[src/rtl/rename_pkg.sv]
// Shared types and default widths for the rename register file.
// Imported by the interface, the top and the bench.
package rename_pkg;

  localparam int XLEN_DEF     = 32;
  localparam int NUM_REGS_DEF = 32;
  localparam int TAG_W_DEF    = 5;
  localparam int NUM_READ_DEF = 2;
  localparam int REG_IDX_W    = $clog2(NUM_REGS_DEF);

  typedef logic [REG_IDX_W-1:0] reg_idx_t;
  typedef logic [TAG_W_DEF-1:0] rob_tag_t;

  typedef struct packed {
    logic     valid;
    reg_idx_t rd;
    rob_tag_t tag;
  } rename_req_t;

  typedef struct packed {
    logic                valid;
    reg_idx_t            rd;
    rob_tag_t            tag;
    logic [XLEN_DEF-1:0] val;
  } commit_req_t;

  // Register 0 is hardwired zero; any request naming it is ignored.
  function automatic logic idx_is_live(input logic [REG_IDX_W-1:0] idx);
    return idx != '0;
  endfunction

endpackage

[src/rtl/rename_regfile_if.sv]
// Dispatch-side bundle of the rename register file: rename, commit, flush and operand reads.
// The master (decoder/ROB/dispatch side) drives requests; the slave is the register file.
interface rename_regfile_if
  import rename_pkg::*;
#(
  parameter int XLEN     = XLEN_DEF,
  parameter int NUM_REGS = NUM_REGS_DEF,
  parameter int TAG_W    = TAG_W_DEF,
  parameter int NUM_READ = NUM_READ_DEF
);
  localparam int IDX_W = $clog2(NUM_REGS);
  localparam int CNT_W = IDX_W + 1;

  // Handshake: rename_valid/commit_valid are single-cycle valid-only strobes with
  // no ready; the register file accepts every valid request at the next rising edge.
  // Reads are combinational and always available.
  logic                               flush;
  logic                               rename_valid;
  logic [IDX_W-1:0]                   rename_rd;
  logic [TAG_W-1:0]                   rename_tag;
  logic                               commit_valid;
  logic [IDX_W-1:0]                   commit_rd;
  logic [TAG_W-1:0]                   commit_tag;
  logic [XLEN-1:0]                    commit_val;
  logic [NUM_READ-1:0][IDX_W-1:0]     rd_addr;
  logic [NUM_READ-1:0][XLEN-1:0]      rd_val;
  logic [NUM_READ-1:0]                rd_busy;
  logic [NUM_READ-1:0][TAG_W-1:0]     rd_tag;
  logic [CNT_W-1:0]                   busy_count;

  modport master (
    output flush, rename_valid, rename_rd, rename_tag,
    output commit_valid, commit_rd, commit_tag, commit_val,
    output rd_addr,
    input  rd_val, rd_busy, rd_tag, busy_count
  );

  modport slave (
    input  flush, rename_valid, rename_rd, rename_tag,
    input  commit_valid, commit_rd, commit_tag, commit_val,
    input  rd_addr,
    output rd_val, rd_busy, rd_tag, busy_count
  );

endinterface

[src/rtl/rename_popcount.sv]
// Combinational population count of an N-bit vector.
module rename_popcount #(
  parameter int N     = 32,
  parameter int CNT_W = $clog2(N) + 1
) (
  input  logic [N-1:0]     bits,
  output logic [CNT_W-1:0] count
);

  always_comb begin
    count = '0;
    for (int i = 0; i < N; i++) begin
      count = count + CNT_W'(bits[i]);
    end
  end

endmodule

[src/rtl/rename_regfile.sv]
// Architectural register file with per-register busy bit and producer ROB tag.
// Optional same-cycle commit-to-read bypass: define RENAME_REGFILE_BYPASS_EN.
module rename_regfile
  import rename_pkg::*;
#(
  parameter int XLEN     = XLEN_DEF,
  parameter int NUM_REGS = NUM_REGS_DEF,
  parameter int TAG_W    = TAG_W_DEF,
  parameter int NUM_READ = NUM_READ_DEF
) (
  input  logic            clk,
  input  logic            rst_n,
  rename_regfile_if.slave rf
);

  localparam int IDX_W = $clog2(NUM_REGS);
  localparam int CNT_W = IDX_W + 1;

  logic [XLEN-1:0]     val_q  [NUM_REGS];
  logic [TAG_W-1:0]    tag_q  [NUM_REGS];
  logic [TAG_W-1:0]    tag_d  [NUM_REGS];
  logic [NUM_REGS-1:0] busy_q;
  logic [NUM_REGS-1:0] busy_d;
  logic [CNT_W-1:0]    busy_cnt_d;
  logic [CNT_W-1:0]    busy_count_q;

  logic commit_hit;
  logic commit_match;
  logic rename_hit;

  assign commit_hit   = rf.commit_valid && (rf.commit_rd != '0);
  assign commit_match = commit_hit && busy_q[rf.commit_rd] &&
                        (tag_q[rf.commit_rd] == rf.commit_tag);
  assign rename_hit   = rf.rename_valid && (rf.rename_rd != '0) && !rf.flush;

  // Ordering inside one edge: commit clears, then flush or rename overrides it.
  always_comb begin
    busy_d = busy_q;
    for (int i = 0; i < NUM_REGS; i++) begin
      tag_d[i] = tag_q[i];
    end
    if (commit_match) begin
      busy_d[rf.commit_rd] = 1'b0;
      tag_d[rf.commit_rd]  = '0;
    end
    if (rf.flush) begin
      busy_d = '0;
      for (int i = 0; i < NUM_REGS; i++) begin
        tag_d[i] = '0;
      end
    end else if (rename_hit) begin
      busy_d[rf.rename_rd] = 1'b1;
      tag_d[rf.rename_rd]  = rf.rename_tag;
    end
  end

  rename_popcount #(
    .N     (NUM_REGS),
    .CNT_W (CNT_W)
  ) u_popcount (
    .bits  (busy_d),
    .count (busy_cnt_d)
  );

  always_ff @(posedge clk or negedge rst_n) begin
    if (!rst_n) begin
      busy_q       <= '0;
      busy_count_q <= '0;
      for (int i = 0; i < NUM_REGS; i++) begin
        tag_q[i] <= '0;
      end
    end else begin
      busy_q       <= busy_d;
      busy_count_q <= busy_cnt_d;
      for (int i = 0; i < NUM_REGS; i++) begin
        tag_q[i] <= tag_d[i];
      end
    end
  end

  // Values ignore flush: the committing ROB head is architectural.
  always_ff @(posedge clk or negedge rst_n) begin
    if (!rst_n) begin
      for (int i = 0; i < NUM_REGS; i++) begin
        val_q[i] <= '0;
      end
    end else if (commit_hit) begin
      val_q[rf.commit_rd] <= rf.commit_val;
    end
  end

  logic [NUM_READ-1:0][XLEN-1:0]  rd_val_c;
  logic [NUM_READ-1:0]            rd_busy_c;
  logic [NUM_READ-1:0][TAG_W-1:0] rd_tag_c;

  always_comb begin
    for (int p = 0; p < NUM_READ; p++) begin
      rd_val_c[p]  = val_q[rf.rd_addr[p]];
      rd_busy_c[p] = busy_q[rf.rd_addr[p]];
      rd_tag_c[p]  = busy_q[rf.rd_addr[p]] ? tag_q[rf.rd_addr[p]] : '0;
`ifdef RENAME_REGFILE_BYPASS_EN
      if (commit_hit && (rf.rd_addr[p] == rf.commit_rd)) begin
        rd_val_c[p] = rf.commit_val;
        if (commit_match) begin
          rd_busy_c[p] = 1'b0;
          rd_tag_c[p]  = '0;
        end
      end
`endif
      if (rf.rd_addr[p] == '0) begin
        rd_val_c[p]  = '0;
        rd_busy_c[p] = 1'b0;
        rd_tag_c[p]  = '0;
      end
    end
  end

  assign rf.rd_val     = rd_val_c;
  assign rf.rd_busy    = rd_busy_c;
  assign rf.rd_tag     = rd_tag_c;
  assign rf.busy_count = busy_count_q;

endmodule

[src/flat_wrapper.sv]
// flat-port wrapper written by rule: the top's interface ports become plain ports
module rename_regfile_flat import rename_pkg::*;
#(
  parameter int XLEN     = XLEN_DEF,
  parameter int NUM_REGS = NUM_REGS_DEF,
  parameter int TAG_W    = TAG_W_DEF,
  parameter int NUM_READ = NUM_READ_DEF
)
  (clk, rst_n, rf_flush, rf_rename_valid, rf_rename_rd, rf_rename_tag, rf_commit_valid, rf_commit_rd, rf_commit_tag, rf_commit_val, rf_rd_addr, rf_rd_val, rf_rd_busy, rf_rd_tag, rf_busy_count);
  rename_regfile_if #(.XLEN(XLEN), .NUM_REGS(NUM_REGS), .TAG_W(TAG_W), .NUM_READ(NUM_READ)) rf_i ();
  input  logic clk;
  input  logic rst_n;
  input wire logic [$bits(rf_i.flush)-1:0] rf_flush;
  input wire logic [$bits(rf_i.rename_valid)-1:0] rf_rename_valid;
  input wire logic [$bits(rf_i.rename_rd)-1:0] rf_rename_rd;
  input wire logic [$bits(rf_i.rename_tag)-1:0] rf_rename_tag;
  input wire logic [$bits(rf_i.commit_valid)-1:0] rf_commit_valid;
  input wire logic [$bits(rf_i.commit_rd)-1:0] rf_commit_rd;
  input wire logic [$bits(rf_i.commit_tag)-1:0] rf_commit_tag;
  input wire logic [$bits(rf_i.commit_val)-1:0] rf_commit_val;
  input wire logic [$bits(rf_i.rd_addr)-1:0] rf_rd_addr;
  output wire logic [$bits(rf_i.rd_val)-1:0] rf_rd_val;
  output wire logic [$bits(rf_i.rd_busy)-1:0] rf_rd_busy;
  output wire logic [$bits(rf_i.rd_tag)-1:0] rf_rd_tag;
  output wire logic [$bits(rf_i.busy_count)-1:0] rf_busy_count;
  assign rf_i.flush = rf_flush;
  assign rf_i.rename_valid = rf_rename_valid;
  assign rf_i.rename_rd = rf_rename_rd;
  assign rf_i.rename_tag = rf_rename_tag;
  assign rf_i.commit_valid = rf_commit_valid;
  assign rf_i.commit_rd = rf_commit_rd;
  assign rf_i.commit_tag = rf_commit_tag;
  assign rf_i.commit_val = rf_commit_val;
  assign rf_i.rd_addr = rf_rd_addr;
  assign rf_rd_val = rf_i.rd_val;
  assign rf_rd_busy = rf_i.rd_busy;
  assign rf_rd_tag = rf_i.rd_tag;
  assign rf_busy_count = rf_i.busy_count;
  rename_regfile #(.XLEN(XLEN), .NUM_REGS(NUM_REGS), .TAG_W(TAG_W), .NUM_READ(NUM_READ)) u_core (.clk(clk), .rst_n(rst_n), .rf(rf_i));
endmodule
[config.mk]
export PLATFORM = sky130hd
export DESIGN_NAME = rename_regfile_flat
export DESIGN_NICKNAME = d
export VERILOG_FILES = /design/src/rtl/rename_pkg.sv /design/src/rtl/rename_regfile_if.sv /design/src/rtl/rename_popcount.sv /design/src/rtl/rename_regfile.sv /design/src/flat_wrapper.sv
export SDC_FILE = /design/constraint.sdc
export NUM_CORES = 2
export LEC_CHECK = 0
export CAP_MARGIN = 20
export CORE_MARGIN = 2
export CORE_UTILIZATION = 40
export CTS_CLUSTER_DIAMETER = 30
export DETAILED_ROUTE_END_ITERATION = 8
export PLACE_DENSITY_LB_ADDON = 0.15
export RECOVER_POWER = 50
export SYNTH_ARGS = -nofsm -noshare
export SYNTH_HDL_FRONTEND = slang
export SYNTH_SLANG_ARGS = --single-unit
[constraint.sdc]
create_clock -name clk -period 8.6 [get_ports clk]
set_input_delay 0.86 -clock clk [delete_from_list [all_inputs] [get_ports clk]]
set_output_delay 0.86 -clock clk [all_outputs]
set_load 0.01 [all_outputs]
==> metrics <==
Fin. Hold Viols 0; LEAKAGE 35.43 nW; max-slew violations 732; routed len/inst 32.28 um; Clock Power Share 0.552; VDD IR max 0.0002221 V; Setup CP Type in -> reg; TritonCTS clock tree yes; Reg power frac 0.308; critical path peak fanout 30; vias in the first global route 47,720; Vias 45,700; Logic pwr share 0.140; Synth Area in Compound Gates 0.03437; post-CTS setup buffer count 0; Num CTS Buffers 350; RSZ-0062 raised after global routing no; Top delay family on crit path adder cells; layout cell share with drive strength beyond 1 0.5044; xor/xnor share of the synthesized area 0.0003835; post-synthesis sequential area ratio 0.4463; commonest non-fill, non-tap cell in the layout dfrtp_1; hold wc startpoint u_core.val_q[1020]$_DFFE_PN0P_; IO Pins 149; Pre-Repair DR Iteration Count 5; largest net degree at the start of global routing 175; WP buf/inv 9; Die ar. 0.1746 mm^2; Chip Width 417.9 um; GRT Total Usage 0.2701; Syn-to-layout area delta 23.18%; post-DR vias/cell 6.318; critical path's largest stage delay 0.70 ns; Worst path slowest cell or4bb_1; switching share of total power 0.2417; worst-margin pin slew 4.063 ns; outcome finished, violations left; number of DRC markers in iteration 0 4,145; synth unique cells 56; Post-synth EDFFs 0; final wirelength 233,500 um; Storage cell area 0.03058 mm^2; Initial Util 0.4034; async set or reset register ratio after synthesis 1.000; Worst R2R Start u_core.tag_q[123]$_DFF_PN0_; r2r worst-path depth 25; Final Power 23.97 mW; post_cts resized 0; fillers 14,330; DRC 0; hold buffer count at cts 1; Setup Viol. Count Final 0; Adder-Cell Fraction of Synth Area 0.008290; post-route ant nets 0; simple logic cell fraction of the synthesized area 0.03995; most frequent cells in the layout 1,222 x dfrtp_1, 994 x mux2_2, 768 x mux4_2, 356 x clkbuf_16, 162 x nor2_1; TritonCTS Sinks 1,222; root buffer cell clkbuf_16; crit start category input port; multi-input logic area 0.03590 mm^2; #FFs+latches synth 1,222; failing checks capacitance limit, slew limit; Critical path origin rf_commit_rd[3]; Synth Instances 4,632; initial antenna violation count 10; I/O Buffers 148; Fin Setup TNS 0 ns; area of the core 0.1698 mm^2; Worst EP required 9.35 ns; Switch Pwr 5.795 mW; max-cap viol count 18; Synth Flop Type dfrtp_1; Internal 18.18 mW; Die Span Y 417.9 um; Avg Inst Size Synth 14.79 um^2; Post-Synthesis Cell Area 0.06852 mm^2; Tcrit/Tclk final 0.9195; Worst Hold Class reg -> reg; WP depth 27; Clock Latency Late Sink 0.91 ns; site row count 151; CTS max path bufs 4; post-synthesis mux area share 0.4383; fmax 126.5 MHz; grt ovf 0; crit path DAT 8.66 ns; syn_nets 4,730; slew margin rel. -1.709; Crit. End Element register; Nets 4,839; largest family of logic cells by synthesized area multiplexers; YS warnings 0; htree depth 5; Finished Core Util 0.4969; Pwr Density 284.0 mW/mm^2; GPL Wtd Cong 0.8954; clk_skew 0.07014 ns; min Tclk post-route 7.907 ns; worst hold stages 0; DP Wirelength 134,100 um; first-pass GRT wire length 342,600 um; Reg clk slew, reported paths 0.04 ns; most frequent cell on the critical path fa_1
==> routing by layer <==
| metal | vias to the layer above | global-route usage | part of all wire |
|---|---|---|---|
| li1 | 18470 | - | - |
| met1 | 24990 | 0.3765 | 0.43 |
| met2 | 1764 | 0.4135 | 0.47 |
| met3 | 478 | 0.05732 | 0.069 |
| met4 | 4 | 0.1074 | 0.036 |
| met5 | - | 0 | 0.00012 |
==> kinds of logic after synthesis <==
logic type                 after synthesis
muxes                                 1916
DFF                                   1222
buffers and inverters                  574
and+or+nand+nor                        538
AOI/OAI and AO/OA                      348
adders and majority gates               31
xor gates and xnor gates                 3
==> worst reg2reg max path: cells and delay by family (launching register included) <==
family                     cells  cell delay, ns
DFF                            1            0.54
muxes                          1            0.22
buffers and inverters          7            0.62
adders and majority gates      8            3.64
xor gates and xnor gates       1            0.13
AOI/OAI and AO/OA              5            0.56
and+or+nand+nor                3            1.56
==> cell type report <==
class | count | share of cell area
antenna | 6 | 0.0001779
clock buffer | 454 | 0.1155
clock inverter | 167 | 0.02753
inverter | 39 | 0.001794
multi-input combinational | 2836 | 0.4254
sequential | 1222 | 0.3623
tap | 2218 | 0.03288
timing repair buffer | 292 | 0.03441
==> state kept, by name, summed over array words and instances (netlist names) <==
name                  flops
u_core.busy_q            32
u_core.rf.busy_count      6
u_core.val_q           1024
u_core.tag_q            160
==> Yosys cell counts, types with 6 or more instances <==
| library cell | number | area (um^2) |
|---|---|---|
| and3_1 | 6 | 37.54 |
| inv_1 | 38 | 142.6 |
| clkbuf_1 | 420 | 1577 |
| buf_1 | 81 | 304.0 |
| mux2i_1 | 154 | 1541 |
| o21ai_0 | 30 | 150.1 |
| nor4_1 | 16 | 100.1 |
| o31ai_1 | 45 | 337.8 |
| ha_1 | 7 | 87.58 |
| fa_1 | 24 | 480.5 |
| nor2b_1 | 17 | 106.4 |
| nand3_1 | 117 | 585.6 |
| o31a_1 | 25 | 219.0 |
| nor3_1 | 19 | 95.09 |
| o22ai_1 | 115 | 719.4 |
| nand2_1 | 125 | 469.2 |
| buf_4 | 7 | 52.55 |
| a311oi_1 | 11 | 96.34 |
| nor2_1 | 178 | 668.1 |
| a21oi_1 | 40 | 200.2 |
| mux2_2 | 994 | 11190 |
| nor4_4 | 12 | 255.2 |
| a311o_1 | 8 | 80.08 |
| buf_2 | 26 | 130.1 |
| o21ai_1 | 21 | 105.1 |
| a41oi_1 | 35 | 306.5 |
| mux4_2 | 768 | 17300 |
| dfrtp_1 | 1222 | 30580 |
==> final timing paths <==
path,to,slack (ns)
max reg2reg,u_core.rf.busy_count[4]$_DFF_PN0_,1.24
min,u_core.val_q[1020]$_DFFE_PN0P_,0.39
max,u_core.rf.busy_count[4]$_DFF_PN0_,0.69
min reg2reg,u_core.val_q[1020]$_DFFE_PN0P_,0.39
min in group asynchronous,u_core.val_q[880]$_DFFE_PN0P_,1.82
max in group asynchronous,u_core.val_q[546]$_DFFE_PN0P_,1.54
==> metrics by stage <==
stage | instances | area (um^2) | worst slack (ns) | hold WS, ns
2_1_floorplan | 4632 | 68520 | 0.9208 | 0.4413
3_3_place_gp | 6590 | 72200 | 0.05096 | 0.3769
3_5_place_dp | 6595 | 72290 | 0.05323 | 0.3820
4_1_cts | 7217 | 84370 | 0.9755 | 0.3920
5_1_grt | 7233 | 84400 | 0.4230 | 0.4033
6_report | 7234 | 84400 | 0.6926 | 0.3864
==> power groups by stage <==
stage                     Sequential [mW]  Clock, mW  Combinational (mW)
after CTS                            7.37       13.4                3.39
after global routing                 7.52       13.8                3.58
after detailed placement             7.44          0                3.37
final                                7.39       13.2                3.36
after global placement               7.39          0                3.33
after floorplan                      7.20          0                2.46
Power figures use the tool's default switching activity.
